==> config.mk <==
export PLATFORM = sky130hd
export DESIGN_NAME = alu_seq_core_flat
export DESIGN_NICKNAME = d
export VERILOG_FILES = /design/src/rtl/alu_seq_core_if.sv /design/src/rtl/alu_seq_core.sv /design/src/flat_wrapper.sv
export SDC_FILE = /design/constraint.sdc
export NUM_CORES = 1
export LEC_CHECK = 0
export ABC_CLOCK_PERIOD_IN_PS = 3750
export CORE_UTILIZATION = 46
export DETAILED_ROUTE_END_ITERATION = 8
export GPL_ROUTABILITY_DRIVEN = 0
export GPL_TIMING_DRIVEN = 0
export PLACE_DENSITY = 0.72
export SYNTH_ARGS = -nofsm -noshare
export SYNTH_HDL_FRONTEND = slang
export SYNTH_SLANG_ARGS = --single-unit
==> constraint.sdc <==
create_clock -name Clock -period 3.75 [get_ports Clock]
set_input_delay 0.75 -clock Clock [delete_from_list [all_inputs] [get_ports Clock]]
set_output_delay 0.75 -clock Clock [all_outputs]
set_load 0.01 [all_outputs]
==> src/rtl/alu_seq_core_if.sv <==
// rtl/alu_seq_core_if.sv - request/result handshake bundle for alu_seq_core
interface alu_seq_core_if #(
    parameter int WIDTH = 32
);
    logic             InValid;
    logic             InReady;
    logic [WIDTH-1:0] A;
    logic [WIDTH-1:0] B;
    logic [4:0]       FunSel;
    logic             WF;
    logic             OutValid;
    logic             OutReady;
    logic [WIDTH-1:0] ALUOut;
    logic [3:0]       FlagsOut;

    modport master (
        output InValid, A, B, FunSel, WF, OutReady,
        input  InReady, OutValid, ALUOut, FlagsOut
    );

    modport slave (
        input  InValid, A, B, FunSel, WF, OutReady,
        output InReady, OutValid, ALUOut, FlagsOut
    );
endinterface

==> src/rtl/alu_seq_core.sv <==
// rtl/alu_seq_core.sv - handshaked 16-op ALU on full or half width; ALU_VAR_SHIFT_EN adds multi-cycle variable shifts
module alu_seq_core #(
    parameter int WIDTH = 32
) (
    input  logic          Clock,
    input  logic          Reset,
    alu_seq_core_if.slave bus
);
    localparam int HALF = WIDTH / 2;
    localparam logic [WIDTH-1:0] HALF_MASK = {{(WIDTH-HALF){1'b0}}, {HALF{1'b1}}};

    localparam logic [3:0] OP_A    = 4'h0;
    localparam logic [3:0] OP_B    = 4'h1;
    localparam logic [3:0] OP_NOTA = 4'h2;
    localparam logic [3:0] OP_NOTB = 4'h3;
    localparam logic [3:0] OP_ADD  = 4'h4;
    localparam logic [3:0] OP_ADC  = 4'h5;
    localparam logic [3:0] OP_SUB  = 4'h6;
    localparam logic [3:0] OP_AND  = 4'h7;
    localparam logic [3:0] OP_OR   = 4'h8;
    localparam logic [3:0] OP_XOR  = 4'h9;
    localparam logic [3:0] OP_NAND = 4'hA;
    localparam logic [3:0] OP_LSL  = 4'hB;
    localparam logic [3:0] OP_LSR  = 4'hC;
    localparam logic [3:0] OP_ASR  = 4'hD;
    localparam logic [3:0] OP_ROR  = 4'hE;
    localparam logic [3:0] OP_ROL  = 4'hF;

    function automatic logic [WIDTH-1:0] width_mask(input logic full);
        return full ? {WIDTH{1'b1}} : HALF_MASK;
    endfunction

    function automatic logic msb_of(input logic full, input logic [WIDTH-1:0] x);
        return full ? x[WIDTH-1] : x[HALF-1];
    endfunction

    // One-bit shift/rotate of an n-bit word; returns {carry_out, word}. Rotates go through c.
    function automatic logic [WIDTH:0] shift_step(input logic [3:0] op, input logic full,
                                                  input logic [WIDTH-1:0] w, input logic c);
        logic [WIDTH-1:0] msk;
        logic [WIDTH-1:0] top;
        logic [WIDTH-1:0] nw;
        logic             nc;
        logic             msb;
        msk = width_mask(full);
        top = full ? {1'b1, {(WIDTH-1){1'b0}}} : {{HALF{1'b0}}, 1'b1, {(HALF-1){1'b0}}};
        msb = msb_of(full, w);
        nw  = '0;
        nc  = 1'b0;
        case (op)
            OP_LSL:  begin nw = (w << 1) & msk;                              nc = msb;  end
            OP_LSR:  begin nw = w >> 1;                                      nc = w[0]; end
            OP_ASR:  begin nw = (w >> 1) | (msb ? top : '0);                 nc = w[0]; end
            OP_ROR:  begin nw = (w >> 1) | (c ? top : '0);                   nc = w[0]; end
            OP_ROL:  begin nw = ((w << 1) & msk) | {{(WIDTH-1){1'b0}}, c};  nc = msb;  end
            default: begin nw = w;                                           nc = c;    end
        endcase
        return {nc, nw};
    endfunction

    logic [WIDTH-1:0] alu_q;
    logic [3:0]       flags_q;
    logic             valid_q;

    logic             full_i;
    logic [3:0]       op_i;
    logic             cin;
    logic [WIDTH-1:0] mask_i;
    logic [WIDTH-1:0] am;
    logic [WIDTH-1:0] bm;
    logic [WIDTH-1:0] bx;
    logic [WIDTH:0]   sum;
    logic [WIDTH-1:0] ss_res;
    logic             ss_c;
    logic             ss_o;
    logic [3:0]       ss_flags;

    logic             in_ready;
    logic             accept;
    logic             complete;
    logic [WIDTH-1:0] res_d;
    logic [3:0]       flags_d;
    logic             wf_d;

    // Result of any operation that finishes in the accept cycle; carry-in is the live C flag.
    always_comb begin
        full_i = bus.FunSel[4];
        op_i   = bus.FunSel[3:0];
        cin    = flags_q[2];
        mask_i = width_mask(full_i);
        am     = bus.A & mask_i;
        bm     = bus.B & mask_i;
        bx     = (op_i == OP_SUB) ? (~bus.B & mask_i) : bm;
        sum    = {1'b0, am} + {1'b0, bx}
               + {{WIDTH{1'b0}}, (op_i == OP_ADC) ? cin : (op_i == OP_SUB)};
        ss_res = '0;
        ss_c   = 1'b0;
        ss_o   = 1'b0;
        case (op_i)
            OP_A:    ss_res = am;
            OP_B:    ss_res = bm;
            OP_NOTA: ss_res = ~bus.A & mask_i;
            OP_NOTB: ss_res = ~bus.B & mask_i;
            OP_AND:  ss_res = am & bm;
            OP_OR:   ss_res = am | bm;
            OP_XOR:  ss_res = am ^ bm;
            OP_NAND: ss_res = ~(am & bm) & mask_i;
            OP_ADD, OP_ADC, OP_SUB: begin
                ss_res = sum[WIDTH-1:0] & mask_i;
                ss_c   = full_i ? sum[WIDTH] : sum[HALF];
                ss_o   = (msb_of(full_i, am) == msb_of(full_i, bx))
                      && (msb_of(full_i, ss_res) != msb_of(full_i, am));
            end
            default: begin
`ifdef ALU_VAR_SHIFT_EN
                // Only a zero shift amount finishes here: operand and carry pass straight through.
                ss_res = am;
                ss_c   = cin;
`else
                {ss_c, ss_res} = shift_step(op_i, full_i, am, cin);
`endif
            end
        endcase
        ss_flags = {(ss_res == '0), ss_c, msb_of(full_i, ss_res), ss_o};
    end

`ifdef ALU_VAR_SHIFT_EN
    localparam int CW  = $clog2(WIDTH);
    localparam int HCW = $clog2(HALF);

    typedef enum logic {
        IDLE,
        SHIFT
    } state_t;

    state_t           state_q;
    state_t           state_d;
    logic [WIDTH-1:0] wrk_q;
    logic [CW-1:0]    cnt_q;
    logic             c_q;
    logic [3:0]       op_q;
    logic             full_q;
    logic             wf_q;
    logic [CW-1:0]    shift_amt;
    logic             multi_step;
    logic             load_work;
    logic [WIDTH:0]   step;

    assign shift_amt  = full_i ? bus.B[CW-1:0] : CW'(bus.B[HCW-1:0]);
    assign multi_step = (op_i >= OP_LSL) && (shift_amt != '0);
    assign step       = shift_step(op_q, full_q, wrk_q, c_q);

    always_ff @(posedge Clock or negedge Reset) begin
        if (!Reset) begin
            state_q <= IDLE;
        end else begin
            state_q <= state_d;
        end
    end

    always_comb begin
        state_d   = state_q;
        in_ready  = 1'b0;
        accept    = 1'b0;
        complete  = 1'b0;
        load_work = 1'b0;
        res_d     = ss_res;
        flags_d   = ss_flags;
        wf_d      = bus.WF;
        case (state_q)
            IDLE: begin
                in_ready = !valid_q || bus.OutReady;
                accept   = bus.InValid && in_ready;
                if (accept) begin
                    if (multi_step) begin
                        load_work = 1'b1;
                        state_d   = SHIFT;
                    end else begin
                        complete = 1'b1;
                    end
                end
            end
            SHIFT: begin
                if (cnt_q == CW'(1)) begin
                    complete = 1'b1;
                    res_d    = step[WIDTH-1:0];
                    flags_d  = {(step[WIDTH-1:0] == '0), step[WIDTH],
                                msb_of(full_q, step[WIDTH-1:0]), 1'b0};
                    wf_d     = wf_q;
                    state_d  = IDLE;
                end
            end
            default: state_d = IDLE;
        endcase
    end

    always_ff @(posedge Clock or negedge Reset) begin
        if (!Reset) begin
            wrk_q  <= '0;
            cnt_q  <= '0;
            c_q    <= 1'b0;
            op_q   <= OP_A;
            full_q <= 1'b0;
            wf_q   <= 1'b0;
        end else if (load_work) begin
            wrk_q  <= am;
            cnt_q  <= shift_amt;
            c_q    <= cin;
            op_q   <= op_i;
            full_q <= full_i;
            wf_q   <= bus.WF;
        end else if (state_q == SHIFT) begin
            wrk_q <= step[WIDTH-1:0];
            cnt_q <= cnt_q - CW'(1);
            c_q   <= step[WIDTH];
        end
    end
`else
    assign in_ready = !valid_q || bus.OutReady;
    assign accept   = bus.InValid && in_ready;
    assign complete = accept;
    assign res_d    = ss_res;
    assign flags_d  = ss_flags;
    assign wf_d     = bus.WF;
`endif

    // A completion always lands on a free or simultaneously drained output slot.
    always_ff @(posedge Clock or negedge Reset) begin
        if (!Reset) begin
            alu_q   <= '0;
            flags_q <= 4'b0000;
            valid_q <= 1'b0;
        end else if (complete) begin
            alu_q   <= res_d;
            valid_q <= 1'b1;
            if (wf_d) begin
                flags_q <= flags_d;
            end
        end else if (bus.OutReady) begin
            valid_q <= 1'b0;
        end
    end

    assign bus.InReady  = in_ready;
    assign bus.OutValid = valid_q;
    assign bus.ALUOut   = alu_q;
    assign bus.FlagsOut = flags_q;
endmodule

==> src/flat_wrapper.sv <==
// flat-port wrapper written by rule: the top's interface ports become plain ports
module alu_seq_core_flat 
#(
    parameter int WIDTH = 32
)
  (Clock, Reset, bus_InValid, bus_A, bus_B, bus_FunSel, bus_WF, bus_OutReady, bus_InReady, bus_OutValid, bus_ALUOut, bus_FlagsOut);
  alu_seq_core_if #(.WIDTH(WIDTH)) bus_i ();
  input  logic Clock;
  input  logic Reset;
  input wire logic [$bits(bus_i.InValid)-1:0] bus_InValid;
  input wire logic [$bits(bus_i.A)-1:0] bus_A;
  input wire logic [$bits(bus_i.B)-1:0] bus_B;
  input wire logic [$bits(bus_i.FunSel)-1:0] bus_FunSel;
  input wire logic [$bits(bus_i.WF)-1:0] bus_WF;
  input wire logic [$bits(bus_i.OutReady)-1:0] bus_OutReady;
  output wire logic [$bits(bus_i.InReady)-1:0] bus_InReady;
  output wire logic [$bits(bus_i.OutValid)-1:0] bus_OutValid;
  output wire logic [$bits(bus_i.ALUOut)-1:0] bus_ALUOut;
  output wire logic [$bits(bus_i.FlagsOut)-1:0] bus_FlagsOut;
  assign bus_i.InValid = bus_InValid;
  assign bus_i.A = bus_A;
  assign bus_i.B = bus_B;
  assign bus_i.FunSel = bus_FunSel;
  assign bus_i.WF = bus_WF;
  assign bus_i.OutReady = bus_OutReady;
  assign bus_InReady = bus_i.InReady;
  assign bus_OutValid = bus_i.OutValid;
  assign bus_ALUOut = bus_i.ALUOut;
  assign bus_FlagsOut = bus_i.FlagsOut;
  alu_seq_core #(.WIDTH(WIDTH)) u_core (.Clock(Clock), .Reset(Reset), .bus(bus_i));
endmodule
==> results.toml, run 1 <==
[run_status]
result_of_the_run = "finished, violations left"
failed_checks = "negative setup slack"

[timing]
setup_viol = 21
period_share_pct = 127.7
timing.fmax_mhz = 208.8
maxSlewViolCount = 0
setup_repair_after_global_routing_missed_its_margin = "yes"
totalNegativeSetupSlack_ps = -10640
timing_worst_slew_pin_value_ps = 1065
timing.slew.headroom_pct = 27.19
final_hold_viol_count = 0
clock-skew-final_ps = 2.942
final_period_minus_worst_setup_slack_ps = 4789
worst_slack_ps = -1039

[final_layout]
fillCellCount = 1495
post_route_standard_cell_area_excluding_fillers_um2 = 10660
seq_area_um2 = 925.9
antennaDiodeCount = 0
layout-drive-gt1-share_pct = 18.33
multi_input_area_um2 = 6922
syn2layout_area_growth_pct = 34.68
nNetsFinal = 1419

[synth]
synth_mux_area_share_pct = 4.965
ys_ff_latch = 37
yosys.area_share.simple_pct = 19.99
netlist_area_um2 = 7913
synth.area.top_cells = "sky130_fd_sc_hd__ha_1 (15%), sky130_fd_sc_hd__dfrtp_1 (12%), sky130_fd_sc_hd__nand2_1 (5.4%)"
synth_xor_area_share_pct = 7.416
yosys.area_share.adder_pct = 15.53
synth_top_area_cell = "sky130_fd_sc_hd__ha_1"
synth.top_cell.area_share_pct = 15.02
ys_warn_count = 0
synth_compound_gate_area_share_pct = 31.96
syn_area_per_cell_um2 = 7.320
ys_dominant_reg_cell = "sky130_fd_sc_hd__dfrtp_1"
proportion_of_synthesized_chip_area_in_sequential_cells_pct = 11.70
netlist_cell_types = 87
postSynth.asyncResetShare_pct = 100.0
yosys.cell_count.top_type = "sky130_fd_sc_hd__nand2_1"
synthCells = 1081
synth-edff-count = 0
synth_top_cells_by_count = "sky130_fd_sc_hd__nand2_1 (114), sky130_fd_sc_hd__ha_1 (95), sky130_fd_sc_hd__o21ai_0 (80)"
synth_fp_nets = 1252
largest_family_of_logic_cells_by_synthesized_area = "compound AO/OA/AOI/OAI gates"

[clocking]
cts-root-to-sink-buffers = 2
h-tree-depth = 2
cts_tree = "yes"
cts_buffers = 5
clkLatencyLatePin_ps = 280
ctsHoldBuffers = 0
clk_pin_slew_ps = 50
cts_root_cell = "sky130_fd_sc_hd__clkbuf_16"
tritoncts_num_sinks = 37

[power]
power.internal_uw = 1440
p_per_area_nw_per_um2 = 235.7
switching_share_pct = 42.67
ir_drop_v = 0.0002748
p_sw_uw = 1072
sequentialPowerShare_pct = 20.6
power.static_leakage_uw = 0.004617
power.combinational.fraction_pct = 63.8
clock_power_share_pct = 15.6

[route]
drcViolationCount = 0
vias_per_cell = 6.735
num_vias = 9894
detail_route.wirelength_mm = 34.02
drt-pass1-iter-count = 9
first_iter_violations = 1550
wl_cell_um = 23.16
route.antenna.remaining_nets = 0

[floorplanning]
die-area_um2 = 17730
area_inside_the_core_boundary_um2 = 16700
dieWidth_um = 133.2
start_util_pct = 47.38
ioPinCount = 112
fp.dieH_um = 133.2
num_rows = 47

[grt]
grt_overflow_total = 0
initial_antenna_violation_count = 0
number_of_global_route_vias_before_repair = 9076
grt_max_degree = 38
grt_use_total_pct = 37.35
grt_first_pass_wirelength_mm = 51.03

[worst_setup_path]
critical_path.endpoint_type = "flip-flop"
timing.critical_path.max_delay_family = "compound AO/OA/AOI/OAI gates"
critical_path.n_buffers_inverters = 7
cp_launch_type = "input pin"
path_cells = "buf_12 > buf_8 > buf_8 > nand2b_4 > nor2_4 > buf_4 > buf_6 > clkbuf_16 > xor2_2 > and2_1 > ha_1 > a21oi_1 > o21ai_0 > a21oi_1 > o21ai_0 > a2111oi_4 > buf_4 > o31ai_4 > xnor2_1 > o21ai_1 > a211oi_2 > a21oi_2 > mux2_4"
worst_ep_required_time_ps = 3910
worst_path_largest_cell_delay_ps = 480
critical_path_at_ps = 4950
worst-path-max-fanout = 10
category_of_the_most_critical_setup_path = "in -> reg"
worst_path_max_delay_cell = "sky130_fd_sc_hd__a2111oi_4"

[placed_design]
placement.cell_area_um2 = 9448
place.detailed.hpwl_mm = 25.12
port_buffers = 109

[hold_path]
worst_hold_path_type = "reg -> reg"

[run]
maxCapViolations = 0
path summary, 6_finish.rpt:
path                                                     from                            endpoint  slack [ps]  cells after the start
min reg2reg                u_core.bus.FlagsOut[0]$_DFFE_PN0P_  u_core.bus.FlagsOut[0]$_DFFE_PN0P_         480                      1
min                        u_core.bus.FlagsOut[0]$_DFFE_PN0P_  u_core.bus.FlagsOut[0]$_DFFE_PN0P_         480                      1
max in group asynchronous                               Reset   u_core.bus.ALUOut[15]$_DFFE_PN0P_        2690                      1
max                                             bus_FunSel[0]   u_core.bus.ALUOut[28]$_DFFE_PN0P_       -1040                     23
max reg2reg                u_core.bus.FlagsOut[2]$_DFFE_PN0P_   u_core.bus.ALUOut[28]$_DFFE_PN0P_        -460                     19
min in group asynchronous                               Reset    u_core.bus.ALUOut[7]$_DFFE_PN0P_         540                      1
cells in the final DEF, fill, tap and decap left out, types with 12 or more instances in the layout:
cell type / Yosys / layout
sky130_fd_sc_hd__a211oi_1: 26 / 19
sky130_fd_sc_hd__a21o_1: 12 / 12
sky130_fd_sc_hd__a21oi_1: 64 / 52
sky130_fd_sc_hd__a221oi_1: 19 / 18
sky130_fd_sc_hd__a22oi_1: 17 / 16
sky130_fd_sc_hd__a31oi_1: 15 / 13
sky130_fd_sc_hd__and2_1: 30 / 28
sky130_fd_sc_hd__buf_2: 18 / 16
sky130_fd_sc_hd__buf_4: 5 / 47
sky130_fd_sc_hd__buf_6: 6 / 15
sky130_fd_sc_hd__clkbuf_1: 42 / 27
sky130_fd_sc_hd__clkdlybuf4s50_1: 0 / 105
sky130_fd_sc_hd__dfrtp_1: 37 / 37
sky130_fd_sc_hd__ha_1: 95 / 87
sky130_fd_sc_hd__inv_1: 79 / 78
sky130_fd_sc_hd__mux2_2: 18 / 15
sky130_fd_sc_hd__mux2i_1: 13 / 13
sky130_fd_sc_hd__nand2_1: 114 / 113
sky130_fd_sc_hd__nand3_1: 20 / 18
sky130_fd_sc_hd__nor2_1: 60 / 56
sky130_fd_sc_hd__nor3_1: 14 / 14
sky130_fd_sc_hd__o21ai_0: 80 / 70
sky130_fd_sc_hd__o21ai_1: 8 / 15
sky130_fd_sc_hd__o22ai_1: 27 / 27
sky130_fd_sc_hd__xnor2_1: 33 / 25
sky130_fd_sc_hd__xor2_1: 34 / 32
sequential cells by signal (all words and copies together) (netlist names):
name	flops
u_core.bus.FlagsOut	4
u_core.bus.ALUOut	32
u_core.bus.OutValid	1
per-stage QoR:
step                      hold WS [ps]  std cells  util, %  power [uW]  setup WS, ps
after floorplan                  454.4       1081        -        1307        -719.3
after global placement           463.4       1410    56.45        1823         -2259
after detailed placement         469.2       1412    56.57        1841         -2292
after CTS                        481.2       1454    62.11        2380        -889.2
after global routing             491.7       1469    63.81        2629         -1109
final                            478.5       1469    63.81        2512         -1039
cells by family after synthesis:
kind of cell / count (synthesis)
multiplexers: 34
flip-flops: 37
buffers and inverters: 155
AO/OA/AOI/OAI: 374
adder cells (fa/ha/maj): 97
XOR/XNOR: 67
AND/OR/NAND/NOR: 317
routing by layer:
metal,track usage [%],share of wire [%],wire (um)
met3,8.219,14,4810
met1,49.51,38,12950
met2,56.69,41,13960
met5,0,0,0
met4,19.63,6.8,2298
what timing repair did:
item / 4_1_cts / 5_1_grt
hold endpoints to repair: 0 / 0
buffers inserted: 38 / 18
pin swaps: 40 / 36
resized for setup: 114 / 39
endpoints found under the setup margin: 36 / 25
layout make-up:
class / count / area share (%)
Multi-Input combinational cell: 889 / 64.95
Timing Repair Buffer: 166 / 14.81
Sequential cell: 37 / 8.688
Buffer: 68 / 4.814
Inverter: 81 / 2.853
Tap cell: 220 / 2.583
Clock buffer: 6 / 1.209
Clock inverter: 2 / 0.09393
worst reg2reg max path, stage by stage (launching register included):
cell and delay [ps]:
sky130_fd_sc_hd__dfrtp_1 620, sky130_fd_sc_hd__a21oi_1 130, sky130_fd_sc_hd__nor2_1 170, sky130_fd_sc_hd__fa_2 260, sky130_fd_sc_hd__inv_2 40, sky130_fd_sc_hd__fa_2 350, sky130_fd_sc_hd__nand2b_4 170, sky130_fd_sc_hd__a211oi_4 330
sky130_fd_sc_hd__o211ai_1 160, sky130_fd_sc_hd__buf_4 170, sky130_fd_sc_hd__o211ai_2 140, sky130_fd_sc_hd__buf_6 140, sky130_fd_sc_hd__a2111oi_4 90, sky130_fd_sc_hd__buf_4 200, sky130_fd_sc_hd__o31ai_4 180, sky130_fd_sc_hd__xnor2_1 150
sky130_fd_sc_hd__o21ai_1 90, sky130_fd_sc_hd__a211oi_2 270, sky130_fd_sc_hd__a21oi_2 100, sky130_fd_sc_hd__mux2_4 320
power by group through the flow:
stage	sequential [uW]	combinational, uW	clock, uW
after floorplan	555	752	0
after global placement	522	1300	0
after detailed placement	523	1320	0
after CTS	517	1470	396
after global routing	527	1690	413
final	517	1600	392
Note: power is estimated with default switching activity, not from simulation.
==> run 2, diff against run 1 <==
CELL_PAD_IN_SITES_DETAIL_PLACEMENT = 1   (was unset)
CELL_PAD_IN_SITES_GLOBAL_PLACEMENT = 1   (was unset)
CORE_UTILIZATION = 38   (was 46)
PLACE_DENSITY = unset   (was 0.72)
PLACE_DENSITY_LB_ADDON = 0.1   (was unset)
==> run 2 against run 1 <==
The flow still finishes with violations (negative setup slack); utilization shrank 11 points; clock-buffer cell count down 1; cell count is 3.3% higher; worst hold slack improved by 3.0 ps; sequential share of layout area about the same; sequential power barely moved; cell area up 0.18%; non-clock buffer count decreased by 2; setup slack worse by 48 ps; critical endpoint unchanged; largest power group unchanged.
==> results.toml, run 2 (synthesis results as in run 1) <==
[clocking]
cts_buffers = 5
clk_pin_slew_ps = 70
ctsHoldBuffers = 0
cts_tree = "yes"
cts_root_cell = "sky130_fd_sc_hd__clkbuf_16"
tritoncts_num_sinks = 37
clkLatencyLatePin_ps = 310
h-tree-depth = 2
cts-root-to-sink-buffers = 2

[timing]
final_period_minus_worst_setup_slack_ps = 4837
final_hold_viol_count = 0
timing.slew.headroom_pct = 30.56
worst_slack_ps = -1087
timing_worst_slew_pin_value_ps = 1042
totalNegativeSetupSlack_ps = -12070
setup_viol = 24
period_share_pct = 129.0
maxSlewViolCount = 0
setup_repair_after_global_routing_missed_its_margin = "yes"
timing.fmax_mhz = 206.7
clock-skew-final_ps = 11.34

[worst_setup_path]
critical_path.endpoint_type = "flip-flop"
critical_path.n_buffers_inverters = 8
worst_ep_required_time_ps = 3940
worst_path_largest_cell_delay_ps = 410
cp_launch_type = "input pin"
timing.critical_path.max_delay_family = "compound AO/OA/AOI/OAI gates"
category_of_the_most_critical_setup_path = "in -> reg"
critical_path_at_ps = 5030
worst-path-max-fanout = 6
worst_path_max_delay_cell = "sky130_fd_sc_hd__fa_2"
path_cells = "buf_12 > buf_8 > buf_8 > nand2b_4 > nor2_4 > clkbuf_16 > xnor2_4 > fa_2 > inv_2 > fa_2 > nand2b_4 > a211oi_4 > o211ai_1 > buf_4 > o211ai_2 > buf_6 > a2111oi_4 > buf_4 > o31ai_4 > xnor2_2 > o21ai_1 > a211oi_2 > a21oi_2 > mux2_4"

[grt]
initial_antenna_violation_count = 1
grt_use_total_pct = 36.58
grt_max_degree = 38
grt_overflow_total = 0
number_of_global_route_vias_before_repair = 9554
grt_first_pass_wirelength_mm = 58.81

[power]
power.combinational.fraction_pct = 59.2
p_sw_uw = 1163
p_per_area_nw_per_um2 = 255.7
sequentialPowerShare_pct = 18.9
switching_share_pct = 42.60
power.static_leakage_uw = 0.004603
power.internal_uw = 1567
clock_power_share_pct = 21.9
ir_drop_v = 0.0001522
total_design_power_uw = 2730

[floorplanning]
start_util_pct = 38.98
area_inside_the_core_boundary_um2 = 20300
ioPinCount = 112
num_rows = 52
fp.dieH_um = 146.3
die-area_um2 = 21400
dieWidth_um = 146.3

[route]
vias_per_cell = 6.426
drt-pass1-iter-count = 8
num_vias = 9749
drcViolationCount = 0
route.antenna.remaining_nets = 0
wl_cell_um = 26.08
first_iter_violations = 906
detail_route.wirelength_mm = 39.56

[final_layout]
nNetsFinal = 1417
post_route_standard_cell_area_excluding_fillers_um2 = 10680
final_common_cell = "sky130_fd_sc_hd__nand2_1"
postLayoutCoreUtil_pct = 52.59
fillCellCount = 2491
antennaDiodeCount = 0
layout-drive-gt1-share_pct = 17.72
syn2layout_area_growth_pct = 34.91
largest_register_ff_count = 32
most-common-layout-cells = "sky130_fd_sc_hd__nand2_1 (114), sky130_fd_sc_hd__clkdlybuf4s50_1 (105), sky130_fd_sc_hd__ha_1 (89), sky130_fd_sc_hd__inv_1 (78), sky130_fd_sc_hd__o21ai_0 (70)"

[placed_design]
placement.cell_area_um2 = 9507
port_buffers = 109
place.detailed.hpwl_mm = 29.85

[run_status]
failed_checks = "negative setup slack"
result_of_the_run = "finished, violations left"

[hold_path]
worst_hold_path_type = "reg -> reg"

[run]
maxCapViolations = 0
==> run 2: cell count changes in the layout (fill, tap and decap cells not counted), moves of 3 or more <==
cell,delta
sky130_fd_sc_hd__buf_6,-3
sky130_fd_sc_hd__o21ai_2,+3
sky130_fd_sc_hd__xnor2_1,+3
sky130_fd_sc_hd__o21ai_1,-3
==> run 2: layout make-up <==
type                       count  area (um2)  share of cell area (%)
clock inverter                 3       68.82                  0.6446
inverter                      81       304.0                   2.848
tap                          270       337.8                   3.165
clock buffer                   5       125.1                   1.172
sequential                    37       925.9                   8.673
buffer                        70       530.5                   4.970
multi-input combinational    889        6842                   64.09
timing repair buffer         162        1541                   14.44
==> run 2: metrics by stage <==
step,setup WS [ps],std cells,hold WS [ps]
2_1_floorplan,-719.3,1081,454.4
3_3_place_gp,-2604,1460,463.3
4_1_cts,-883.8,1503,485.9
5_1_grt,-1129,1517,512.4
6_report,-1087,1517,481.4
3_5_place_dp,-2647,1462,470.4
==> run 2: worst paths after layout <==
path	startpoint	end	slack, ps	cells after the start
min in group asynchronous	Reset	u_core.bus.ALUOut[6]$_DFFE_PN0P_	570	1
max in group asynchronous	Reset	u_core.bus.ALUOut[21]$_DFFE_PN0P_	2590	1
setup / recovery	bus_FunSel[0]	u_core.bus.ALUOut[28]$_DFFE_PN0P_	-1090	24
hold reg to reg	u_core.bus.ALUOut[9]$_DFFE_PN0P_	u_core.bus.ALUOut[9]$_DFFE_PN0P_	480	2
hold / removal	u_core.bus.ALUOut[9]$_DFFE_PN0P_	u_core.bus.ALUOut[9]$_DFFE_PN0P_	480	2
setup reg to reg	u_core.bus.FlagsOut[2]$_DFFE_PN0P_	u_core.bus.ALUOut[28]$_DFFE_PN0P_	-440	19
==> run 2: power by group through the flow <==
stage	clock network, uW	logic (uW)	registers [uW]
3_3_place_gp	0	1350	519
5_1_grt	607	1710	526
3_5_place_dp	0	1380	523
4_1_cts	594	1520	516
6_report	597	1620	516
2_1_floorplan	0	752	555
==> run 2: metal layers <==
layer  part of all wire, %  wire (um)  up-vias  global-route usage, %
met5                 0.033         13        -                      0
met2                    44      17410      551                  57.45
met3                   9.4       3710      122                  7.000
li1                      -          -     4301                      -
met1                    43      16840     4773                  48.93
met4                   4.0       1585        2                  15.10
==> run 2: worst register-to-register path: stages (launching register included) <==
cell and delay (ps):
sky130_fd_sc_hd__dfrtp_1 480, sky130_fd_sc_hd__a21oi_2 190, sky130_fd_sc_hd__nor2_2 70, sky130_fd_sc_hd__fa_2 380
sky130_fd_sc_hd__inv_2 70, sky130_fd_sc_hd__fa_2 220, sky130_fd_sc_hd__nand2b_4 160, sky130_fd_sc_hd__a211oi_4 80
sky130_fd_sc_hd__o211ai_1 320, sky130_fd_sc_hd__buf_4 190, sky130_fd_sc_hd__o211ai_2 80, sky130_fd_sc_hd__buf_6 150
sky130_fd_sc_hd__a2111oi_4 400, sky130_fd_sc_hd__buf_4 190, sky130_fd_sc_hd__o31ai_4 60, sky130_fd_sc_hd__xnor2_2 190
sky130_fd_sc_hd__o21ai_1 90, sky130_fd_sc_hd__a211oi_2 290, sky130_fd_sc_hd__a21oi_2 120, sky130_fd_sc_hd__mux2_4 340
==> run 2: what timing repair did <==
action,in CTS,in global routing
buffers inserted,36,17
pin swaps,30,39
setup endpoints to repair,36,26
resized for setup,109,30
